[src/rtl/buzzer_round_controller_if.sv]
// Signal bundle between the host/button side and buzzer_round_controller.
// Optional FOUL_DETECT_EN adds the foul mask output.
interface buzzer_round_controller_if #(
    parameter int N_PLAYERS = 4
);
    logic                 start;
    logic                 clear;
    logic [N_PLAYERS-1:0] buzz;
    logic                 latch_en;
    logic                 busy;
    logic                 winner_valid;
    logic [2:0]           winner_id;
    logic                 timeout;
    logic [3:0]           seg_code;
    logic [1:0]           dbg_state;
`ifdef FOUL_DETECT_EN
    logic [N_PLAYERS-1:0] foul;

    modport master (
        output start, clear, buzz,
        input  latch_en, busy, winner_valid, winner_id, timeout, seg_code, dbg_state, foul
    );
    modport slave (
        input  start, clear, buzz,
        output latch_en, busy, winner_valid, winner_id, timeout, seg_code, dbg_state, foul
    );
`else
    modport master (
        output start, clear, buzz,
        input  latch_en, busy, winner_valid, winner_id, timeout, seg_code, dbg_state
    );
    modport slave (
        input  start, clear, buzz,
        output latch_en, busy, winner_valid, winner_id, timeout, seg_code, dbg_state
    );
`endif
endinterface

[src/rtl/buzzer_round_controller.sv]
// Fastest-finger round sequencer: arms the latch, picks the lowest-index first press, locks out the rest.
// Optional feature macro FOUL_DETECT_EN masks players already holding their button at start.
module buzzer_round_controller #(
    parameter int N_PLAYERS   = 4,
    parameter int TIMEOUT_CYC = 1000
) (
    input logic                      clk,
    input logic                      rst_n,
    buzzer_round_controller_if.slave bus
);
    localparam int            TW       = $clog2(TIMEOUT_CYC + 1);
    localparam logic [TW-1:0] TERM_CNT = TW'(TIMEOUT_CYC - 1);

    typedef enum logic [1:0] {
        S_IDLE    = 2'd0,
        S_ARMED   = 2'd1,
        S_LOCKED  = 2'd2,
        S_TIMEOUT = 2'd3
    } state_e;

    state_e               state_q, state_d;
    logic [TW-1:0]        timer_q, timer_d;
    logic [2:0]           winner_id_q, winner_id_d;
    logic [N_PLAYERS-1:0] meta_q, sync_q;
    logic [N_PLAYERS-1:0] cand;
    logic                 cand_any;
    logic [2:0]           cand_id;

    // Buttons are asynchronous; only the second flop feeds the FSM.
    always_ff @(posedge clk or negedge rst_n) begin
        if (!rst_n) begin
            meta_q <= '0;
            sync_q <= '0;
        end else begin
            meta_q <= bus.buzz;
            sync_q <= meta_q;
        end
    end

`ifdef FOUL_DETECT_EN
    logic [N_PLAYERS-1:0] foul_q, foul_d;

    assign cand = sync_q & ~foul_q;

    // Capture held buttons at start; a bit only drops once that player releases.
    always_comb begin
        foul_d = foul_q;
        if (state_q == S_IDLE) begin
            foul_d = (state_d == S_ARMED) ? sync_q : '0;
        end else if (state_d == S_IDLE) begin
            foul_d = '0;
        end else begin
            foul_d = foul_q & sync_q;
        end
    end

    always_ff @(posedge clk or negedge rst_n) begin
        if (!rst_n) foul_q <= '0;
        else        foul_q <= foul_d;
    end

    assign bus.foul = foul_q;
`else
    assign cand = sync_q;
`endif

    // Lowest index wins, matching the external priority encoder.
    always_comb begin
        cand_any = 1'b0;
        cand_id  = 3'd0;
        for (int i = N_PLAYERS - 1; i >= 0; i--) begin
            if (cand[i]) begin
                cand_any = 1'b1;
                cand_id  = 3'(i);
            end
        end
    end

    always_ff @(posedge clk or negedge rst_n) begin
        if (!rst_n) begin
            state_q     <= S_IDLE;
            timer_q     <= '0;
            winner_id_q <= 3'd0;
        end else begin
            state_q     <= state_d;
            timer_q     <= timer_d;
            winner_id_q <= winner_id_d;
        end
    end

    always_comb begin
        state_d     = state_q;
        timer_d     = timer_q;
        winner_id_d = winner_id_q;
        unique case (state_q)
            S_IDLE: begin
                if (bus.start) begin
                    state_d = S_ARMED;
                    timer_d = '0;
                end
            end
            S_ARMED: begin
                if (bus.clear) begin
                    state_d = S_IDLE;
                    timer_d = '0;
                end else if (cand_any) begin
                    state_d     = S_LOCKED;
                    winner_id_d = cand_id;
                end else if (timer_q == TERM_CNT) begin
                    state_d = S_TIMEOUT;
                end else begin
                    timer_d = timer_q + 1'b1;
                end
            end
            S_LOCKED, S_TIMEOUT: begin
                if (bus.clear) begin
                    state_d     = S_IDLE;
                    timer_d     = '0;
                    winner_id_d = 3'd0;
                end
            end
            default: begin
                state_d = S_IDLE;
            end
        endcase
    end

    // Outputs are pure decodes of registered state, so they change only on the clock edge.
    assign bus.latch_en     = (state_q == S_ARMED);
    assign bus.busy         = (state_q != S_IDLE);
    assign bus.winner_valid = (state_q == S_LOCKED);
    assign bus.winner_id    = winner_id_q;
    assign bus.timeout      = (state_q == S_TIMEOUT);
    assign bus.seg_code     = (state_q == S_LOCKED)  ? (4'(winner_id_q) + 4'd1) :
                              (state_q == S_TIMEOUT) ? 4'hF : 4'h0;
    assign bus.dbg_state    = state_q;
endmodule

[src/flat_wrapper.sv]
// flat-port wrapper written by rule: the top's interface ports become plain ports
module buzzer_round_controller_flat 
#(
    parameter int N_PLAYERS   = 4,
    parameter int TIMEOUT_CYC = 1000
)
  (clk, rst_n, bus_start, bus_clear, bus_buzz, bus_latch_en, bus_busy, bus_winner_valid, bus_winner_id, bus_timeout, bus_seg_code, bus_dbg_state);
  buzzer_round_controller_if #(.N_PLAYERS(N_PLAYERS)) bus_i ();
  input logic clk;
  input logic rst_n;
  input wire logic [$bits(bus_i.start)-1:0] bus_start;
  input wire logic [$bits(bus_i.clear)-1:0] bus_clear;
  input wire logic [$bits(bus_i.buzz)-1:0] bus_buzz;
  output wire logic [$bits(bus_i.latch_en)-1:0] bus_latch_en;
  output wire logic [$bits(bus_i.busy)-1:0] bus_busy;
  output wire logic [$bits(bus_i.winner_valid)-1:0] bus_winner_valid;
  output wire logic [$bits(bus_i.winner_id)-1:0] bus_winner_id;
  output wire logic [$bits(bus_i.timeout)-1:0] bus_timeout;
  output wire logic [$bits(bus_i.seg_code)-1:0] bus_seg_code;
  output wire logic [$bits(bus_i.dbg_state)-1:0] bus_dbg_state;
  assign bus_i.start = bus_start;
  assign bus_i.clear = bus_clear;
  assign bus_i.buzz = bus_buzz;
  assign bus_latch_en = bus_i.latch_en;
  assign bus_busy = bus_i.busy;
  assign bus_winner_valid = bus_i.winner_valid;
  assign bus_winner_id = bus_i.winner_id;
  assign bus_timeout = bus_i.timeout;
  assign bus_seg_code = bus_i.seg_code;
  assign bus_dbg_state = bus_i.dbg_state;
  buzzer_round_controller #(.N_PLAYERS(N_PLAYERS), .TIMEOUT_CYC(TIMEOUT_CYC)) u_core (.clk(clk), .rst_n(rst_n), .bus(bus_i));
endmodule
[config.mk]
export PLATFORM = sky130hd
export DESIGN_NAME = buzzer_round_controller_flat
export DESIGN_NICKNAME = d
export VERILOG_FILES = /design/src/rtl/buzzer_round_controller_if.sv /design/src/rtl/buzzer_round_controller.sv /design/src/flat_wrapper.sv
export SDC_FILE = /design/constraint.sdc
export NUM_CORES = 1
export LEC_CHECK = 0
export ABC_CLOCK_PERIOD_IN_PS = 3400
export CAP_MARGIN = 15
export CORE_MARGIN = 2
export CORE_UTILIZATION = 35
export DETAILED_ROUTE_END_ITERATION = 10
export GPL_TIMING_DRIVEN = 1
export PLACE_DENSITY = 0.58
export SETUP_SLACK_MARGIN = 0.4
export SLEW_MARGIN = 30
export SYNTH_ARGS = -nofsm -noshare
export SYNTH_HDL_FRONTEND = slang
export SYNTH_SLANG_ARGS = --single-unit
[constraint.sdc]
create_clock -name clk -period 3.4 [get_ports clk]
set_input_delay 0.68 -clock clk [delete_from_list [all_inputs] [get_ports clk]]
set_output_delay 0.68 -clock clk [all_outputs]
set_load 0.01 [all_outputs]
==> results.cfg <==
[critical_path]
crit_type = flip-flop to primary output
worstSetupEndpointType = primary output
reg2reg_from = u_core.bus.dbg_state[1]$_DFFE_PN0P_
setup.worst_path.start = u_core.bus.dbg_state[1]$_DFFE_PN0P_
start_kind = flip-flop
cp_max_fo = 16
required_ps = 2720
worstPathArrival_ps = 1730

[place]
hpwl_um = 1550
dp_cells = 169
io_buffers = 19
routabilityCongestion = 0.769

[pwr]
p_per_area_nw_per_um2 = 455
power_uw = 647
vdd_drop_max_mv = 0.182
p_leak_uw = 0.000599

[synth]
ys_seq_area_share_pct = 47.1
yosys_warnings = 0
synth_edf_count = 0
synth_area_per_cell_um2 = 10.4
synth_xor_area_share_pct = 0
yosysTopAreaCellShare_pct = 47.1
synth-compound-area-share_pct = 14.0
synth_seq_cells = 22
yosysMostFrequentCell = dfrtp_1
synth_nets = 122
synth_area_leader_cell = dfrtp_1
async_flop_share_pct = 100
netlist_area_um2 = 1170
synth.mux.area_fraction_pct = 6.20
yosys-top-cells-area = dfrtp_1, mux2i_1, nor4_4, nand2b_1, nand2_1
synthFlopType = dfrtp_1
synthSimpleGateAreaFrac_pct = 24.7
synth_cells = 112
synth_top_family_by_area = simple AND/OR/NAND/NOR gates
ys_types = 45
synth_top_cells_by_count = dfrtp_1, nand2_1, inv_1, nand2b_1
synthAdderAreaFrac_pct = 2.14

[clocking]
cts_tree = yes
clk_pin_slew_worst_paths_ps = 130
insertion_delay_ps = 310
cts_buffers = 3
cts_root_buf = clkbuf_4
clock_path_buffers = 2
cts.sinks = 22
post-cts-setup-buffers = 0
cts_max_level = 1
cts_resized = 0
cts_hold_buffers = 0

[global_route]
track_usage_pct = 13.0
grt_start_max_net_pins = 23
grt_use_met2_pct = 17.7
grt_util_met1_pct = 18.7
busiest_layer = met1
use_met3_pct = 3.11
grt_pass1_wl_um = 3570
grt_overflow = 0
antenna_found_initial = 0
grt_pass1_vias = 767

[sta]
tns_ps = 0
post-route-period-util_pct = 70.8
relSlewSlack_pct = 50.6
finalClockSkew_ps = 2.96
drv_slew = 0
holdWs_ps = 307
hold_viol = 0
period_needed_ps = 2410
rsz0062_at_grt = no
setup_viol = 0
tightest_slew_ps = 736
fmax_mhz = 416

[floorplan]
io-pin-count = 21
row_count = 20
die_h_um = 61.8
die_area_um2 = 3820
core_area_um2 = 3130
fp.dieW_um = 61.8
initial_core_util_pct = 37.4

[cells_and_area]
area_delta_synth_final_pct = 21.4
layout-drive-gt1-share_pct = 10.1
final_cells = 173
fin_nets = 140
diodes = 0

[routing]
wire_per_inst_um = 12.5
drc = 0
firstDrtPassIters = 4
wl_um = 2160
antenna_left = 0
via_per_inst = 5.14
num_vias = 889
initialDrtViolationCount = 62

[hold_path]
hold_class = input port to asynchronous set/reset pin

[status]
status = complete, no violations

[run]
max_cap_viol_count = 0
-- registers in the layout, summed over array words and instances, names as in the netlist --
register / cells
u_core.meta_q: 4
u_core.bus.winner_id: 2
u_core.bus.dbg_state: 2
u_core.cand: 4
u_core.timer_q: 10
-- cell type report --
type | count | area [µm²]
clock buffers | 3 | 22.5
clock inverters | 1 | 30.0
fillers | 299 | 1710
inverters | 6 | 22.5
multi-input cells | 78 | 554
flip-flops and latches | 22 | 551
well taps | 44 | 55.1
repair buffers | 19 | 185
-- cell families (layout without fill, tap and decap cells) --
logic type / Yosys count / after routing
other: 1 / 1
AND/OR/NAND/NOR: 46 / 46
AO/OA/AOI/OAI: 22 / 22
multiplexers: 7 / 7
adder cells (fa/ha/maj): 2 / 2
flip-flops: 22 / 22
buffers and inverters: 12 / 29
-- cells in the final DEF, fill, tap and decap left out, drive strengths merged, types with 2 or more instances in the layout --
master / count
a211oi: 3
inv: 6
a21oi: 3
or3b: 2
nand3: 2
o21ai: 3
clkdlybuf4s50: 18
dfrtp: 22
nand2b: 6
nor4: 3
or2: 2
nor2: 5
o21a: 2
and4: 2
mux2i: 5
clkbuf: 3
nor3: 5
and2: 2
nand4: 3
nand2: 9
mux2: 2
ha: 2
-- through the flow --
stage	cell area (µm²)	utilization [%]	setup slack [ps]
floorplan	1170	-	1560
CTS	1420	45.4	982
global placement	1370	43.9	875
global route	1420	45.4	857
finish	1420	45.4	994
detailed placement	1370	43.7	785
-- report_power, final --
group / internal, µW / switching (µW) / total [µW]
clock: 119 / 82.5 / 202
combinational: 76.1 / 71.0 / 147
sequential: 277 / 21.1 / 298
-- worst paths after layout --
kind,end,slack [ps],depth (start not counted)
hold / removal,u_core.meta_q[1]$_DFF_PN0_,310,1
setup reg to reg,u_core.timer_q[3]$_DFFE_PN0P_,1360,4
max in group asynchronous,u_core.timer_q[6]$_DFFE_PN0P_,2760,1
setup / recovery,bus_busy,990,2
min in group clk,u_core.cand[3]$_DFF_PN0_,360,0
hold reg to reg,u_core.cand[3]$_DFF_PN0_,360,0
-- layer usage --
metal | share of wire, % | vias to the layer above
met5 | 0 | -
met2 | 45 | 27
met3 | 5.9 | 4
li1 | - | 439
met4 | 1.9 | 0
met1 | 47 | 419
-- critical path: stages, from the launching register on --
cell             delay (ps)
dfrtp_1                 550
or2_2                   370
clkdlybuf4s50_1         490
Power figures use the tool's default switching activity.
